[config.mk]
export PLATFORM = sky130hd
export DESIGN_NAME = cacheline_adapter
export DESIGN_NICKNAME = d
export VERILOG_FILES = /design/src/rtl/cacheline_adapter_pkg.sv /design/src/rtl/cacheline_adapter.sv
export SDC_FILE = /design/constraint.sdc
export NUM_CORES = 1
export LEC_CHECK = 0
export ABC_AREA = 1
export BUFFER_PORTS_ARGS = -buffer_cell sky130_fd_sc_hd__buf_2
export CORE_AREA = 2 2 294 296
export CTS_CLUSTER_DIAMETER = 150
export CTS_CLUSTER_SIZE = 24
export DETAILED_ROUTE_END_ITERATION = 10
export DIE_AREA = 0 0 296 298
export GPL_TIMING_DRIVEN = 0
export PLACE_DENSITY = 0.63
export SLEW_MARGIN = 20
export SYNTH_ARGS = -nofsm -noshare
export SYNTH_HDL_FRONTEND = slang
export SYNTH_SLANG_ARGS = --single-unit
[constraint.sdc]
create_clock -name clk -period 5.3 [get_ports clk]
set_input_delay 0.265 -clock clk [delete_from_list [all_inputs] [get_ports clk]]
set_output_delay 0.265 -clock clk [all_outputs]
set_load 0.005 [all_outputs]
[src/rtl/cacheline_adapter_pkg.sv]
// Shared types for the cacheline adapter: burst FSM states, line/beat geometry
// and the cacheline container type.
package cache_types;

  localparam int CACHELINE_BITS = 256;
  localparam int BEAT_BITS      = 64;
  localparam int BURST_LEN      = 4;
  localparam int ADDR_BITS      = 32;

  typedef logic [CACHELINE_BITS-1:0] line_t;

  typedef enum logic [2:0] {
    ST_IDLE,
    ST_RD_CMD,
    ST_RD_DATA,
    ST_WR,
    ST_RESP
  } state_e;

endpackage

[src/rtl/cacheline_adapter.sv]
// Converts one 256-bit cache line read/writeback on the dfp_* port into a
// 4-beat, 64-bit burst on the banked-memory (bmem_*) port, one request at a time.
module cacheline_adapter
  import cache_types::*;
#(
  parameter int BEAT_BITS = cache_types::BEAT_BITS,
  parameter int BURST_LEN = cache_types::BURST_LEN,
  parameter int ADDR_BITS = cache_types::ADDR_BITS
) (
  input  logic                 clk,
  input  logic                 rst_n,

  input  logic [ADDR_BITS-1:0] dfp_addr,
  input  logic                 dfp_read,
  input  logic                 dfp_write,
  input  line_t                dfp_wdata,
  output line_t                dfp_rdata,
  output logic                 dfp_resp,

  output logic [ADDR_BITS-1:0] bmem_addr,
  output logic                 bmem_read,
  output logic                 bmem_write,
  output logic [BEAT_BITS-1:0] bmem_wdata,
  input  logic                 bmem_ready,
  input  logic [ADDR_BITS-1:0] bmem_raddr,
  input  logic [BEAT_BITS-1:0] bmem_rdata,
  input  logic                 bmem_rvalid
);

  localparam int                   CNT_W       = $clog2(BURST_LEN);
  localparam logic [CNT_W-1:0]     LAST_BEAT   = CNT_W'(BURST_LEN - 1);
  localparam int                   OFFSET_BITS = $clog2(CACHELINE_BITS / 8);
  localparam logic [ADDR_BITS-1:0] LINE_MASK   =
    ~ADDR_BITS'((64'd1 << OFFSET_BITS) - 64'd1);

  if (BEAT_BITS * BURST_LEN != CACHELINE_BITS) begin : g_bad_geometry
    $error("cacheline_adapter: BEAT_BITS*BURST_LEN must equal CACHELINE_BITS");
  end

  state_e                 state_q, state_d;
  logic [CNT_W-1:0]       cnt_q, cnt_d;
  logic [ADDR_BITS-1:0]   addr_q, addr_d;
  line_t                  wline_q, wline_d;
  line_t                  rdata_q, rdata_d;

  logic                   raddr_match;
  assign raddr_match = (bmem_raddr == addr_q);

  // Next-state logic. Write wins when both requests are raised together.
  always_comb begin
    // NOTE: every signal assigned here gets a default first, so no path can
    // leave one unassigned and infer a latch.
    state_d = state_q;
    cnt_d   = cnt_q;
    addr_d  = addr_q;
    wline_d = wline_q;
    rdata_d = rdata_q;

    unique case (state_q)
      ST_IDLE: begin
        if (dfp_write || dfp_read) begin
          addr_d  = dfp_addr & LINE_MASK;
          wline_d = dfp_wdata;
          cnt_d   = '0;
          state_d = dfp_write ? ST_WR : ST_RD_CMD;
        end
      end

      ST_RD_CMD: begin
        if (bmem_ready) begin
          cnt_d   = '0;
          state_d = ST_RD_DATA;
        end
      end

      ST_RD_DATA: begin
        // Beats tagged with another address belong to someone else; drop them.
        if (bmem_rvalid && raddr_match) begin
          rdata_d[int'(cnt_q)*BEAT_BITS +: BEAT_BITS] = bmem_rdata;
          cnt_d = cnt_q + CNT_W'(1);
          if (cnt_q == LAST_BEAT) state_d = ST_RESP;
        end
      end

      ST_WR: begin
        if (bmem_ready) begin
          cnt_d = cnt_q + CNT_W'(1);
          if (cnt_q == LAST_BEAT) state_d = ST_RESP;
        end
      end

      ST_RESP: state_d = ST_IDLE;

      default: state_d = ST_IDLE;
    endcase
  end

  // NOTE: sequential state uses non-blocking assignments so every flop samples
  // the pre-edge value of every other flop.
  always_ff @(posedge clk or negedge rst_n) begin
    if (!rst_n) begin
      state_q <= ST_IDLE;
      cnt_q   <= '0;
      addr_q  <= '0;
      wline_q <= '0;
      rdata_q <= '0;
    end else begin
      state_q <= state_d;
      cnt_q   <= cnt_d;
      addr_q  <= addr_d;
      wline_q <= wline_d;
      rdata_q <= rdata_d;
    end
  end

  // Outputs decode from state only, so reset clears them asynchronously.
  always_comb begin
    bmem_read  = 1'b0;
    bmem_write = 1'b0;
    bmem_addr  = '0;
    bmem_wdata = '0;
    dfp_resp   = 1'b0;

    unique case (state_q)
      ST_RD_CMD: begin
        bmem_read = 1'b1;
        bmem_addr = addr_q;
      end
      ST_WR: begin
        bmem_write = 1'b1;
        bmem_addr  = addr_q;
        bmem_wdata = wline_q[int'(cnt_q)*BEAT_BITS +: BEAT_BITS];
      end
      ST_RESP: dfp_resp = 1'b1;
      default: ;
    endcase
  end

  assign dfp_rdata = rdata_q;

  // Protocol sanity checks; the design keeps working when they fire.
  always @(posedge clk) begin
    if (rst_n) begin
      if (state_q == ST_IDLE)
        assert (!(dfp_read && dfp_write))
          else $warning("cacheline_adapter: dfp_read and dfp_write together, servicing write");
      if (state_q == ST_RD_DATA && bmem_rvalid)
        assert (raddr_match)
          else $warning("cacheline_adapter: read beat raddr %h does not match %h, ignored",
                        bmem_raddr, addr_q);
      assert (!(bmem_read && bmem_write))
        else $error("cacheline_adapter: bmem_read and bmem_write high together");
    end
  end

endmodule

==> Word-level counts from Yosys, hierarchy flattened <==
Cells that the tools add are included.
{ "totals": {"reg_bits": 544, "input_bits": 390, "output_inout_bits": 355} }
{ "op_classes": {"n_addsub": 2, "n_eq_ne": 10, "n_shift": 3, "n_mux": 18, "n_reduce_logical": 9} }
{ "op_table": {"columns": ["op", "n"], "rows": [
  ["256-bit bitwise mux", 1],
  ["64-bit by 33-bit variable shift with 256-bit output, first input constant", 1],
  ["256-bit by 9-bit indexed part select with 64-bit output", 1],
  ["64-bit by 33-bit indexed part select with 256-bit output", 1],
  ["64-bit 2-to-1 mux", 1],
  ["8-bit negator with 33-bit output", 1],
  ["32-bit == test", 1],
  ["32-bit 2-to-1 mux", 1],
  ["3-bit 2-to-1 mux", 5],
  ["3-bit case mux with 4 select lines", 1],
  ["2-bit 2-to-1 mux", 5],
  ["2-bit != test, second input constant", 4],
  ["2-bit case mux with 4 select lines", 1],
  ["3-bit by 2-bit == test with 1-bit output, second input constant", 2],
  ["5-bit AND reduction", 1],
  ["2-bit AND reduction", 2],
  ["4-bit AND reduction", 1],
  ["4-bit nonzero test", 1],
  ["3-bit by 1-bit == test with 1-bit output, second input constant", 1],
  ["3-bit == test, second input constant", 1],
  ["3-bit logical NOT", 1],
  ["1-bit 2-to-1 mux", 3],
  ["2-bit by 1-bit adder with 2-bit output, second input constant", 1],
  ["2-bit == test, second input constant", 1],
  ["3 further kinds", 3]
]} }

==> Depth between registers and ports, before layout <==
{ "logic_depth": {"ltp_word": 4, "ltp_mapped": 13, "mapped_depth_nobuf": 13} }

==> Least setup slack after synthesis <==
OpenSTA, ideal clock, no wires.
{ "synth_timing": {"kind": "reg-to-reg", "from": "reg cnt_q[0]", "to": "reg rdata_q[108] (netlist: dfp_rdata[108])", "arrival_time_ns": 2.524, "required_ns": 5.183, "setup_slack_ns": 2.659, "stages_incl_launch_ff": 13, "period_less_slack_ns": 2.641, "cell_sequence": "dfrtp_1 > clkbuf_1 > inv_1 > buf_2 > clkbuf_1 > clkbuf_1 > ha_1 > inv_1 > clkbuf_1 > clkbuf_1 > nor2_1 > nand4_1 > nand2_1"} }
{ "synth_between": {"elab_chain_len": 3, "word_cells_on_any_way": 4} }
{ "synth_lines": {"columns": ["element", "line_no", "rtl"], "rows": [
  ["start, declared", "cacheline_adapter.sv:41", "logic [CNT_W-1:0] cnt_q, cnt_d;"],
  ["start signal, assigned", "cacheline_adapter.sv:109", "cnt_q <= cnt_d;"],
  ["8-bit negator with 33-bit output *", "cacheline_adapter.sv:79", "rdata_d[int'(cnt_q)*BEAT_BITS +: BEAT_BITS] = bmem_rdata;"],
  ["64-bit by 33-bit indexed part select with 256-bit output / 64-bit by 33-bit variable shift with 256-bit output (equally long branches)", "cacheline_adapter.sv:79", null],
  ["256-bit bitwise mux *", "cacheline_adapter.sv:79", null],
  ["end signal, assigned", "cacheline_adapter.sv:112", "rdata_q <= rdata_d;"],
  ["end, declared", "cacheline_adapter.sv:44", "line_t rdata_q, rdata_d;"]
]} }
Every way passes the cells marked *; elsewhere a longest branch is shown, timed or not.
A chain may end at the register's enable or synchronous reset.

==> Worst setup path in the final report <==
{ "layout_timing": {"from": "reg cnt_q[0]", "to": "reg rdata_q[123] (netlist: dfp_rdata[123])"} }
The elaborated chain is that of the path after synthesis.

==> flow_summary.json <==
{
  "syn_area_um2": 26600,
  "ys_ff_latch": 544,
  "clockBufferDepth": 3,
  "synth_warnings": 0,
  "worst_slack_ns": 0.504,
  "cts-root-buf": "clkbuf_16",
  "io_pins": 745,
  "worstPathArrival_ns": 5.30,
  "leakage_nw": 18.5,
  "intPower_mw": 8.82,
  "startpoint_type": "register",
  "fp.dieArea_um2": 88200,
  "synth_edf_count": 0,
  "layout.nets": 4473,
  "core_um2": 84900,
  "grt_max_degree": 95,
  "maxCapViolations": 0,
  "syn_inst": 3017,
  "design_area_um2": 35500,
  "status": "finished clean",
  "antenna_left": 0,
  "cts_tree": "done",
  "drc": 0,
  "drt-total-wl_mm": 112,
  "dpl_cell_area_um2": 31900,
  "wl_per_cell_um": 21.4,
  "grt_use_total_pct": 24.6,
  "ir_worst_vdd_v": 0.000332,
  "postSynthAreaPerCell_um2": 8.82,
  "async_flop_share_pct": 100,
  "post-route-period-util_pct": 90.5,
  "skew_ns": 0.0238,
  "syn_to_final_growth_pct": 33.5,
  "p_total_mw": 15.0,
  "insertion_delay_ns": 0.62,
  "path_max_fanout": 12,
  "holdCritPathClass": "primary input to register",
  "slew_violations": 0,
  "cp_top_family": "buffers and inverters",
  "crit_top_cell": "clkbuf_1",
  "gp_congestion": 0.963,
  "drt_iter0_drc": 1712,
  "antenna_found_initial": 12,
  "grt_first_pass_wirelength_mm": 165,
  "rows": 107,
  "dp.final_hpwl_mm": 85.1,
  "setup_viol": 0,
  "cpPeakStageDelay_ns": 0.65,
  "path_cells": "clkbuf_1, inv_1, buf_2, clkbuf_1, clkbuf_2, ha_1, inv_1, clkbuf_1, clkbuf_1, nor2_1, nand4_1, nand2_1",
  "rsz0062_at_grt": "false",
  "power.density_nw_per_um2": 422,
  "cts_buffers": 26,
  "cp-end-kind": "register",
  "first_pass_iters": 7,
  "drt-vias-per-instance": 5.01,
  "synth_cell_type_count": 30,
  "pre_cts_slack_ns": -0.00224,
  "cts_sinks": 544,
  "clkPwrFrac_pct": 15.7,
  "clock.fmax_mhz": 209,
  "p_seq_share_pct": 39.6,
  "clkTransAtPathRegs_ns": 0.10,
  "num_vias": 26200,
  "path_buf_inv": 8,
  "pwr-share-comb_pct": 44.7,
  "cts_setup_buffers": 0,
  "dominantRegCellSynth": "dfrtp_1",
  "cts_max_level": 1,
  "finalCriticalPeriod_ns": 4.80,
  "gr-total-overflow": 0,
  "seq_area_frac_synth_pct": 51.1,
  "crit_required_ns": 5.80,
  "die-width_um": 296,
  "final_hold_viol_count": 0,
  "grt_pass1_vias": 26600,
  "power.switching_mw": 6.19,
  "crit_slowest_cell": "clkbuf_1",
  "postLayoutCoreUtil_pct": 41.9,
  "initial_core_util_pct": 31.4,
  "setup.worst_path.class": "register to register",
  "port_buffers": 734,
  "worstMarginPinSlew_ns": 1.13,
  "dieHeight_um": 298,
  "final_layout_size_suffix_gt1_share_pct": 28.3,
  "p_sw_share_pct": 41.2,
  "relSlewSlack_pct": 24.5
}
[power groups by stage]
| stage | sequential [mW] | combinational [mW] | clock [mW] |
|---|---|---|---|
| floorplan | 5.75 | 4.26 | 0 |
| detailed placement | 5.98 | 6.43 | 0 |
| finish | 5.94 | 6.71 | 2.35 |
| CTS | 5.89 | 6.63 | 2.40 |
| global placement | 5.94 | 6.31 | 0 |
| global route | 6.06 | 7.27 | 2.54 |
[final timing paths]
| kind | startpoint | end | slack (ns) | cells past startpoint |
|---|---|---|---|---|
| hold reg to reg | dfp_rdata[219] | dfp_rdata[219] | 0.47 | 2 |
| min in group asynchronous | rst_n | dfp_rdata[234] | 0.14 | 2 |
| hold / removal | bmem_rdata[62] | dfp_rdata[190] | 0.04 | 5 |
| setup / recovery | cnt_q[0] | dfp_rdata[123] | 0.50 | 12 |
| setup reg to reg | cnt_q[0] | dfp_rdata[123] | 0.50 | 12 |
| max in group asynchronous | rst_n | wline_q[84] | 3.47 | 5 |
[routing by layer]
metal | GRT usage [%] | wire (um) | vias up
li1 | - | - | 12100
met1 | 29.1 | 43100 | 12600
met2 | 42.3 | 54300 | 1211
met3 | 5.53 | 9320 | 268
met4 | 10.9 | 5430 | 0
met5 | 0 | 0 | -
[registers in the layout, summed over array words and instances, names as in the netlist]
register,flops
cnt_q,2
wline_q,256
dfp_rdata,256
addr_q,27
state_q,3
[final cells by class]
cell class                 count  area [um^2]
fill                        8577        49300
sequential                   544        13600
clock buffer                  28          689
tap                         1144         1430
buffer                       249         1420
antenna                       13         32.5
timing repair buffer        1028         6730
clock inverter                 1         8.76
multi-input combinational   2089        11100
inverter                     139          522
[placed cells by master (no fill, tap or decap), types with 3 or more instances in the layout]
cell type	instances
buf_2	788
buf_4	5
buf_6	49
a21oi_1	91
nand4_1	256
clkbuf_2	3
buf_16	6
dlygate4sd3_1	288
mux2_2	256
dfrtp_1	544
nand3_1	55
nand2_1	664
nor3_1	128
inv_1	131
diode_2	13
buf_1	16
clkbuf_16	27
nor2_1	478
buf_8	3
inv_2	8
nand3_4	4
conb_1	5
ha_1	6
xnor2_1	5
clkbuf_1	119
o21ai_0	132
[synthesized netlist by cell type (2+ instances only)]
cell type  count  area [um^2]
nand2_1      664         2490
dfrtp_1      544        13600
nor2_1       478         1790
mux2_2       256         2880
nand4_1      256         1600
o21ai_0      132          661
inv_1        131          492
nor3_1       128          641
clkbuf_1     122          458
a21oi_1       91          455
buf_2         55          275
nand3_1       55          275
buf_6         49          552
buf_1         16         60.1
inv_2          8         30.0
ha_1           6         75.1
buf_4          5         37.5
xnor2_1        5         43.8
nand3_4        4         70.1
buf_8          2         30.0
[what timing repair did]
action | in CTS | in global routing
resized for setup | 1 | 0
setup endpoints to repair | 6 | 0
endpoints found under the hold margin | 505 | 0
hold buffers | 288 | 0
[worst register-to-register path, stage by stage, from the launching register on]
cell and delay (ns):
dfrtp_1 0.54, clkbuf_1 0.22, inv_1 0.20, buf_2 0.43, clkbuf_1 0.57, clkbuf_2 0.58
ha_1 0.37, inv_1 0.12, clkbuf_1 0.62, clkbuf_1 0.65, nor2_1 0.17, nand4_1 0.15
nand2_1 0.06
[per-stage QoR]
step	setup TNS (ns)	std cells	hold slack (ns)
after CTS	0	5222	0.00142
after detailed placement	-0.00224	4905	0.182
after floorplan	0	3021	-0.0306
after global placement	-4181.65	4899	0.448
after global routing	0	5231	0.0264
final	0	5235	0.0411
[logic make-up after synthesis]
logic type      after synthesis  share of synthesized area [%]
compound gates              225                           4.24
xor+xnor                      6                          0.197
fa+ha+maj                     6                          0.282
buf+inv                     388                           7.27
flops                       544                           51.1
mux                         256                           10.8
other cells                   1                         0.0141
simple gates               1591                           26.0
No activity file was read; power rests on OpenSTA's default activity.
